===== config.mk =====
export PLATFORM = sky130hd
export DESIGN_NAME = temporal_encoder
export DESIGN_NICKNAME = d
export VERILOG_FILES = /design/src/rtl/temporal_encoder.sv
export SDC_FILE = /design/constraint.sdc
export NUM_CORES = 1
export LEC_CHECK = 0
export BUFFER_PORTS_ARGS = -buffer_cell sky130_fd_sc_hd__buf_4
export CORE_AREA = 10 10 58 78
export DETAILED_ROUTE_END_ITERATION = 7
export DIE_AREA = 0 0 68 88
export PLACE_DENSITY = 0.73
export SYNTH_ARGS = -nofsm -noshare
export SYNTH_HDL_FRONTEND = slang
export SYNTH_SLANG_ARGS = --single-unit
export TNS_END_PERCENT = 50

===== constraint.sdc =====
create_clock -name clk -period 7.3 [get_ports clk]
set_clock_uncertainty 0.2 [all_clocks]
set_input_delay 1.095 -clock clk [delete_from_list [all_inputs] [get_ports clk]]
set_output_delay 1.095 -clock clk [all_outputs]
set_load 0.1 [all_outputs]

===== src/rtl/temporal_encoder.sv =====
// Binary-to-time encoder: replays a captured vector of small values as spike
// times, one wire per channel, within a single gamma cycle. Each gamma cycle
// is preceded by a one-cycle clear pulse for downstream race logic.
module temporal_encoder #(
    parameter int NUM_CH            = 4,
    parameter int VAL_WIDTH         = 3,
    parameter int GAMMA_CYCLE_WIDTH = 16,
    parameter int PULSE_WIDTH       = 8,
    parameter int PULSE_MODE        = 0
) (
    input  logic                          clk,
    input  logic                          rst,
    input  logic                          in_valid,
    output logic                          in_ready,
    input  logic [NUM_CH*VAL_WIDTH-1:0]   in_data,
    output logic [NUM_CH-1:0]             spike,
    output logic                          gamma_rst,
    output logic                          gamma_done,
    output logic                          busy
);

    localparam int KW = (GAMMA_CYCLE_WIDTH > 1) ? $clog2(GAMMA_CYCLE_WIDTH) : 1;
    localparam logic [VAL_WIDTH-1:0] INF    = '1;
    localparam logic [KW-1:0]        K_LAST = KW'(GAMMA_CYCLE_WIDTH - 1);

    typedef enum logic [1:0] {
        IDLE,
        RESET,
        RUN
    } state_t;

    state_t                        state, state_nx;
    logic [KW-1:0]                 k, k_nx;
    logic [NUM_CH*VAL_WIDTH-1:0]   hold, hold_nx;
    logic                          hs;
    logic                          run_nx, last_nx;
    logic                          ready_nx, grst_nx, done_nx, busy_nx;
    logic [NUM_CH-1:0]             spike_nx;

    // Next state, cycle counter, hold register and registered-output values.
    // Outputs are derived from the upcoming state so they are all flop outputs.
    always_comb begin
        state_nx = state;
        k_nx     = k;
        hold_nx  = hold;
        hs       = in_valid && in_ready;

        case (state)
            IDLE: begin
                if (hs) begin
                    hold_nx  = in_data;
                    state_nx = RESET;
                end
            end
            RESET: begin
                k_nx     = '0;
                state_nx = RUN;
            end
            RUN: begin
                if (k == K_LAST) begin
                    if (hs) begin
                        hold_nx  = in_data;
                        state_nx = RESET;
                    end else begin
                        state_nx = IDLE;
                    end
                end else begin
                    k_nx = k + 1'b1;
                end
            end
            default: state_nx = IDLE;
        endcase

        run_nx   = (state_nx == RUN);
        last_nx  = run_nx && (k_nx == K_LAST);
        ready_nx = (state_nx == IDLE) || last_nx;
        grst_nx  = (state_nx == RESET);
        done_nx  = last_nx;
        busy_nx  = (state_nx != IDLE);

        spike_nx = '0;
        for (int unsigned i = 0; i < NUM_CH; i++) begin
            if (run_nx && (hold[i*VAL_WIDTH +: VAL_WIDTH] != INF)) begin
                if (PULSE_MODE != 0) begin
                    spike_nx[i] = (32'(k_nx) >= 32'(hold[i*VAL_WIDTH +: VAL_WIDTH])) &&
                                  (32'(k_nx) <  32'(hold[i*VAL_WIDTH +: VAL_WIDTH]) + 32'(PULSE_WIDTH));
                end else begin
                    spike_nx[i] = (32'(k_nx) >= 32'(hold[i*VAL_WIDTH +: VAL_WIDTH]));
                end
            end
        end
    end

    // State, counter, hold and output registers with synchronous active-low reset.
    always_ff @(posedge clk) begin
        if (!rst) begin
            state      <= IDLE;
            k          <= '0;
            hold       <= '0;
            in_ready   <= 1'b0;
            gamma_rst  <= 1'b0;
            gamma_done <= 1'b0;
            busy       <= 1'b0;
            spike      <= '0;
        end else begin
            state      <= state_nx;
            k          <= k_nx;
            hold       <= hold_nx;
            in_ready   <= ready_nx;
            gamma_rst  <= grst_nx;
            gamma_done <= done_nx;
            busy       <= busy_nx;
            spike      <= spike_nx;
        end
    end

endmodule


==> metrics, run 1 <==
status=finished clean; total grt overflow=0; initial antenna violation count=0; fill cell count=311; Final Instance Area=1643 µm²; PD cells=240.0 nW/µm²; f_max=roughly 370 MHz; Boundary Pins=23; worst path required time=7.25 ns; Resize count post-CTS=0; Cell Area, Synth=approximately 1400 µm²; Port Buffers=22; largest net degree at the start of global routing=21; clock share of power=between 20% and 30%; H-tree depth reported by CTS=1; DRT Wirelength=~2.8 mm; width of the die=68 µm; worst-skew pair later-pin latency=roughly 0.27 ns; Hold Crit Start=hold[2]$_SDFFE_PN0P_; Residual DRC=0; Crit-path slowest cell=dfxtp_1; CTS Sinks=26; CORE AREA=3123 µm²; Net Sw Power=roughly 0.00015 W; Net Sw Frac=38.18%; Worst Hold End=spike[0]$_SDFF_PN0_; Vias=around 1.1k; Post-synth ARST share=0%; WHS Path Cells=1; most frequent cells in the layout=dfxtp_1, buf_4, ha_1, a21oi_1; Starting Density=between 40% and 50%; total track usage=10.51%; area delta synth->final=17.86%; Worst Hold Class=register to register; Leakage=roughly 0.7 nW; Die H=between 80 and 90 µm; Final HPWL DP=around 2.2 mm; max-cap violations=0; Final min period=between 2 and 3 ns; reg2reg start=state[0]$_SDFF_PN0_; Final ANT Viol Nets=0; crit-path max cell delay=around 0.43 ns; Comb pwr share=a little under two fifths; Iter 0 DRT Violations=35; max-slew violation count=0; Bufs on Longest Clock Path=2; flops & latches, synth=26; Seq/Total Area, Yosys=a little under two fifths; Critical Path Start Type=register; first-pass GRT wire length=approximately 5 mm; Final Hold Viols=0; CP arrival=2.68 ns; FF-to-FF End=spike[1]$_SDFF_PN0_; Worst Setup End Kind=register; Worst R2R Setup Slack=4.57 ns; # hold bufs at CTS=0; Mapped Cells=148; R2R depth=10; Synthesized Nets=180; worst path cell trace=inv_1 > ha_1 > nor2b_1 > a32o_1 > inv_1 > ha_1 > nand2b_1 > a21o_1 > a211oi_1 > a311oi_2; synthesized area per cell=around 9.4 µm²; Hold WS=roughly 0.28 ns; clk slew on worst S/H paths=0.08 ns; iteration count of the initial detailed-routing pass=4; Max rail drop VDD=~0.16 mV; Post-DP Area=roughly 1600 µm²; CTS Buf Count=3; Final TNS setup=0 ns; nets=about 210; Crit Path Class=register to register; share of layout cells above drive strength 1=roughly 20%; period utilization=37.36%; post-synth cell types=26; Internal Power=approximately 0.00024 W; number of synthesized flops with an enable pin=0; Setup-failing EPs final=0; worst-path maximum fanout=8; most common cell after layout, fill and taps aside=dfxtp_1; vias in the first global route=between 1k and 1.5k; CTS tree=yes; Sequential Power Share=42.1%; Antenna diodes=0; post-CTS setup buffers=0; Yosys warnings=0; WL/cell=13.27 µm; Site Rows=24; RSZ-0062 raised after global routing=false; relative slew slack=between 40 and 50%; Post-synth top flop=dfxtp_1; drt via density=~5.2; CTS root buffer=clkbuf_8; setup slack at placement=around 4.6 ns; pin slew with the least headroom to its limit=between 0.7 and 0.8 ns; total die area=approximately 6000 µm²; PnR worst setup slack=about 4.6 ns; routability congestion estimate=roughly 0.80
[how the worst max path moves through the flow]
stage                               end  cells past startpoint                start  slack, ns
floorplan           spike[0]$_SDFF_PN0_                     10  state[0]$_SDFF_PN0_       4.79
global placement    spike[1]$_SDFF_PN0_                     10  state[0]$_SDFF_PN0_       4.66
detailed placement  spike[2]$_SDFF_PN0_                     10  state[0]$_SDFF_PN0_       4.60
CTS                 spike[1]$_SDFF_PN0_                     10  state[0]$_SDFF_PN0_       4.57
global route        spike[2]$_SDFF_PN0_                      9  state[0]$_SDFF_PN0_       4.39
finish              spike[1]$_SDFF_PN0_                     10  state[0]$_SDFF_PN0_       4.57
[flip-flops by register name, indices dropped and copies added (netlist names)]
name,count
in_ready,1
gamma_done,1
gamma_rst,1
spike,4
busy,1
hold,12
state,2
k,4
[metrics by stage]
step / total power, W / cells / util, %
floorplan: 0.0002864 / 148 / -
global placement: 0.0003136 / 207 / 51.28
detailed placement: 0.0003191 / 207 / 51.28
CTS: 0.0003991 / 210 / 52.60
global route: 0.0004199 / 210 / 52.60
finish: 0.0003943 / 210 / 52.60
[cells by family after synthesis]
group	count (synthesis)	synth area share [%]
simple gates	50	20.47
buf+inv	15	4.219
compound gates	34	18.40
flops	26	37.34
mux	6	4.309
fa+ha+maj	17	15.26
[power groups by stage]
stage	Sequential, W	Combinational [W]	Clock (W)
final	0.000166	0.000148	0.0000803
after global routing	0.000169	0.000161	0.0000902
after CTS	0.000166	0.000150	0.0000828
after detailed placement	0.000170	0.000149	0
after global placement	0.000169	0.000145	0
after floorplan	0.000216	0.0000704	0
[critical path: cells and delay by family, from the launching register on]
family          cells  cell delay, ns
buf+inv             2            0.22
simple gates        2            0.32
compound gates      4            0.81
flops               1            0.43
fa+ha+maj           2            0.63
[routing by layer]
layer  routed length (µm)  track usage [%]  share of wire (%)  vias to the layer above
met2                 1501            18.93                 54                       19
met4                   50            6.055                1.8                        0
met3                   94            2.558                3.4                        5
met1                 1139            10.45                 41                      505
met5                    0                0                  0                        -
li1                     -                -                  -                      558
[synthesized netlist by cell type, types with 2 or more instances]
cell type	instances	area, µm²
o21ai_0	2	10.01
nand2_1	4	15.01
inv_1	12	45.04
nor2b_1	14	87.58
a21o_1	6	45.04
nand2b_1	6	37.54
ha_1	17	212.7
nor3_1	2	10.01
a21oi_1	15	75.07
dfxtp_1	26	520.5
buf_2	2	10.01
mux2i_1	6	60.06
nor2_1	14	52.55
a211oi_1	4	30.03
and2_1	4	25.02
a311oi_2	4	60.06
[area by class of cell]
cell class                 count  area, µm²  share of cell area (%)
multi-input combinational    107      814.5                   49.58
tap                           39      48.80                   2.970
timing repair buffer          23      172.7                   10.51
sequential                    26      520.5                   31.68
clock buffer                   3      41.29                   2.513
inverter                      12      45.04                   2.742
Power figures use the tool's default switching activity.
==> run 2: changes to the inputs <==
--- a/config.mk
+++ b/config.mk
@@ -5,6 +5,7 @@
 export SDC_FILE = /design/constraint.sdc
 export NUM_CORES = 1
 export LEC_CHECK = 0
+export ABC_AREA = 1
 export BUFFER_PORTS_ARGS = -buffer_cell sky130_fd_sc_hd__buf_4
 export CORE_AREA = 10 10 58 78
 export DETAILED_ROUTE_END_ITERATION = 7
==> constraint.sdc (replaced) <==
create_clock -name clk -period 2.8 [get_ports clk]
set_clock_uncertainty 0.2 [all_clocks]
set_input_delay 0.42 -clock clk [delete_from_list [all_inputs] [get_ports clk]]
set_output_delay 0.42 -clock clk [all_outputs]
set_load 0.1 [all_outputs]
==> metrics, run 2 <==
CTS root buffer=clkbuf_8; Post-synth top cells=inv_1, dfxtp_1, nand2_1, nor2_1, nand3_1; Setup-failing EPs final=0; Internal Power=0.001015 W; Residual DRC=0; routability congestion estimate=about 0.85; # hold bufs at CTS=0; area delta synth->final=18.91%; CTS tree=yes; total grt overflow=0; Boundary Pins=23; WL/cell=~12 µm; mux contribution to synthesized area=0%; Port Buffers=22; largest register by flop count=hold; Sequential Power Share=between 20% and 30%; Final HPWL DP=around 2.3 mm; Net Sw Frac=between 40% and 50%; clock share of power=16.2%; Max rail drop VDD=0.5650 mV; Synth Area in Adders=between 10% and 20%; Final ANT Viol Nets=0; main combinational cell family by area after synthesis=simple AND/OR/NAND/NOR gates; CTS Buf Count=3; worst-skew pair later-pin latency=between 0.2 and 0.3 ns; Worst Setup End Kind=register; Starting Density=between 40% and 50%; Crit Path Class=register to register; drt via density=between 4 and 5; Multi-input gate area=roughly 730 µm²; Site Rows=24; DRT Wirelength=just under 3 mm; Vias=~1.2k; Leakage=roughly 0.78 nW; post-synth cell types=20; synthesized area per cell=around 7.4 µm²; Net Sw Power=0.0009514 W; Comb pwr share=55.8%; CP arrival=2.54 ns; Final Instance Area=about 1700 µm²; compound-cell area share of the yosys netlist=between 10 and 15%; post-synth top area cell=dfxtp_1; Final min period=2.572 ns; CORE AREA=roughly 3100 µm²; status=finished clean; Largest regs=hold: 12 flops, k: 4 flops, spike: 4 flops; Mapped Cells=189; total die area=5984 µm²; Final TNS setup=0 ns; max reg flops=12; share of layout cells above drive strength 1=around 18%; max-slew violation count=0; first-pass GRT wire length=5.099 mm; relative slew slack=57.70%; XOR/XNOR share of the synthesized area=0%; PD cells=between 1000 and 1500 nW/µm²; initial antenna violation count=0; Yosys warnings=0; Critical Path Start Type=register; main area contributors after synthesis=dfxtp_1, ha_1, inv_1, nand3_1, nand2_1; most frequent cells in the layout=inv_1, dfxtp_1, nand2_1, buf_4, nor2_1; worst path required time=between 2 and 3 ns; most common cell after layout, fill and taps aside=inv_1; Yosys top cell area share=a little under two fifths; Cell Area, Synth=approximately 1400 µm²; iteration count of the initial detailed-routing pass=4; clk slew on worst S/H paths=~0.10 ns; Worst Hold Class=input port to register; Final Hold Viols=0; Seq/Total Area, Yosys=37.11%; Die H=a little under 90 µm; number of synthesized flops with an enable pin=0; vias in the first global route=roughly 1.2k; H-tree depth reported by CTS=1; Post-synth ARST share=0%; worst-path maximum fanout=5; pin slew with the least headroom to its limit=roughly 0.63 ns; largest net degree at the start of global routing=22; CTS Sinks=26; post-CTS setup buffers=0; max-cap violations=0; simple-gate share of the synthesized area=roughly a quarter; Post-synth top flop=dfxtp_1; Antenna diodes=0; nets=~240; Post-DP Area=about 1600 µm²; fill cell count=roughly 310; f_max=388.9 MHz; count leader, synth=inv_1; flops & latches, synth=26; width of the die=between 60 and 70 µm; Synthesized Nets=221; Bufs on Longest Clock Path=2; total track usage=around 11%; Iter 0 DRT Violations=40; period utilization=91.84%; Register Area=~520 µm²; RSZ-0062 raised after global routing=false
==> run 2: worst max-delay path: stages (launching register included) <==
cell     delay (ns)
dfxtp_1        0.39
inv_1          0.11
ha_1           0.39
inv_2          0.07
nor2_1         0.18
inv_1          0.10
nand3_1        0.13
inv_1          0.12
ha_1           0.30
o21ai_0        0.08
nand2_1        0.08
a21oi_1        0.13
nand2_1        0.06
nand3_1        0.07
nor2_1         0.05
==> run 2: cell type report <==
| cell class | count | area share (%) |
|---|---|---|
| sequential | 26 | 31.21 |
| tap | 39 | 2.926 |
| timing repair buffer | 22 | 9.902 |
| multi-input combinational | 124 | 43.81 |
| inverter | 35 | 7.877 |
| clock buffer | 3 | 2.476 |
| clock inverter | 1 | 1.800 |
==> run 2: cells by family after synthesis <==
logic type,Yosys count
AO/OA/AOI/OAI,31
adder cells (fa/ha/maj),17
buffers and inverters,39
flip-flops,26
AND/OR/NAND/NOR,76
==> run 2: through the flow <==
| step | hold slack, ns | util [%] | std cells | total power, W | setup slack [ns] |
|---|---|---|---|---|---|
| 2_1_floorplan | 0.2500 | - | 189 | 0.001421 | 0.5600 |
| 3_3_place_gp | 0.2620 | 50.96 | 246 | 0.001625 | 0.3945 |
| 3_5_place_dp | 0.2695 | 50.96 | 246 | 0.001641 | 0.2932 |
| 4_1_cts | 0.1689 | 53.25 | 250 | 0.001974 | 0.2050 |
| 5_1_grt | 0.1659 | 53.41 | 250 | 0.002171 | 0.01076 |
| 6_report | 0.1656 | 53.41 | 250 | 0.001967 | 0.2285 |
==> run 2: path summary, 6_finish.rpt <==
check,from,to,slack (ns),cells after the start
min reg2reg,hold[2]$_SDFFE_PN0P_,hold[2]$_SDFFE_PN0P_,0.28,2
min,in_data[0],hold[0]$_SDFFE_PN0P_,0.17,3
max,state[0]$_SDFF_PN0_,spike[2]$_SDFF_PN0_,0.23,14
max reg2reg,state[0]$_SDFF_PN0_,spike[2]$_SDFF_PN0_,0.23,14
==> run 2: routing by layer <==
layer | up-vias | GRT usage [%] | share of wire (%)
met2 | 26 | 18.85 | 49
li1 | 649 | - | -
met5 | - | 0 | 0
met4 | 0 | 5.505 | 2.0
met1 | 509 | 11.18 | 43
met3 | 7 | 2.941 | 5.4
==> run 2: timing repair <==
item                                    CTS  global route
endpoints found under the hold margin     0             0
endpoints found under the setup margin    0             4
gates resized for setup                   0             1
==> run 2: power groups by stage <==
stage               sequential, W  clock [W]  combinational, W
floorplan                0.000767          0          0.000654
global placement         0.000554          0           0.00107
detailed placement       0.000558          0           0.00108
CTS                      0.000550   0.000321           0.00110
global route             0.000564   0.000341           0.00127
finish                   0.000550   0.000319           0.00110
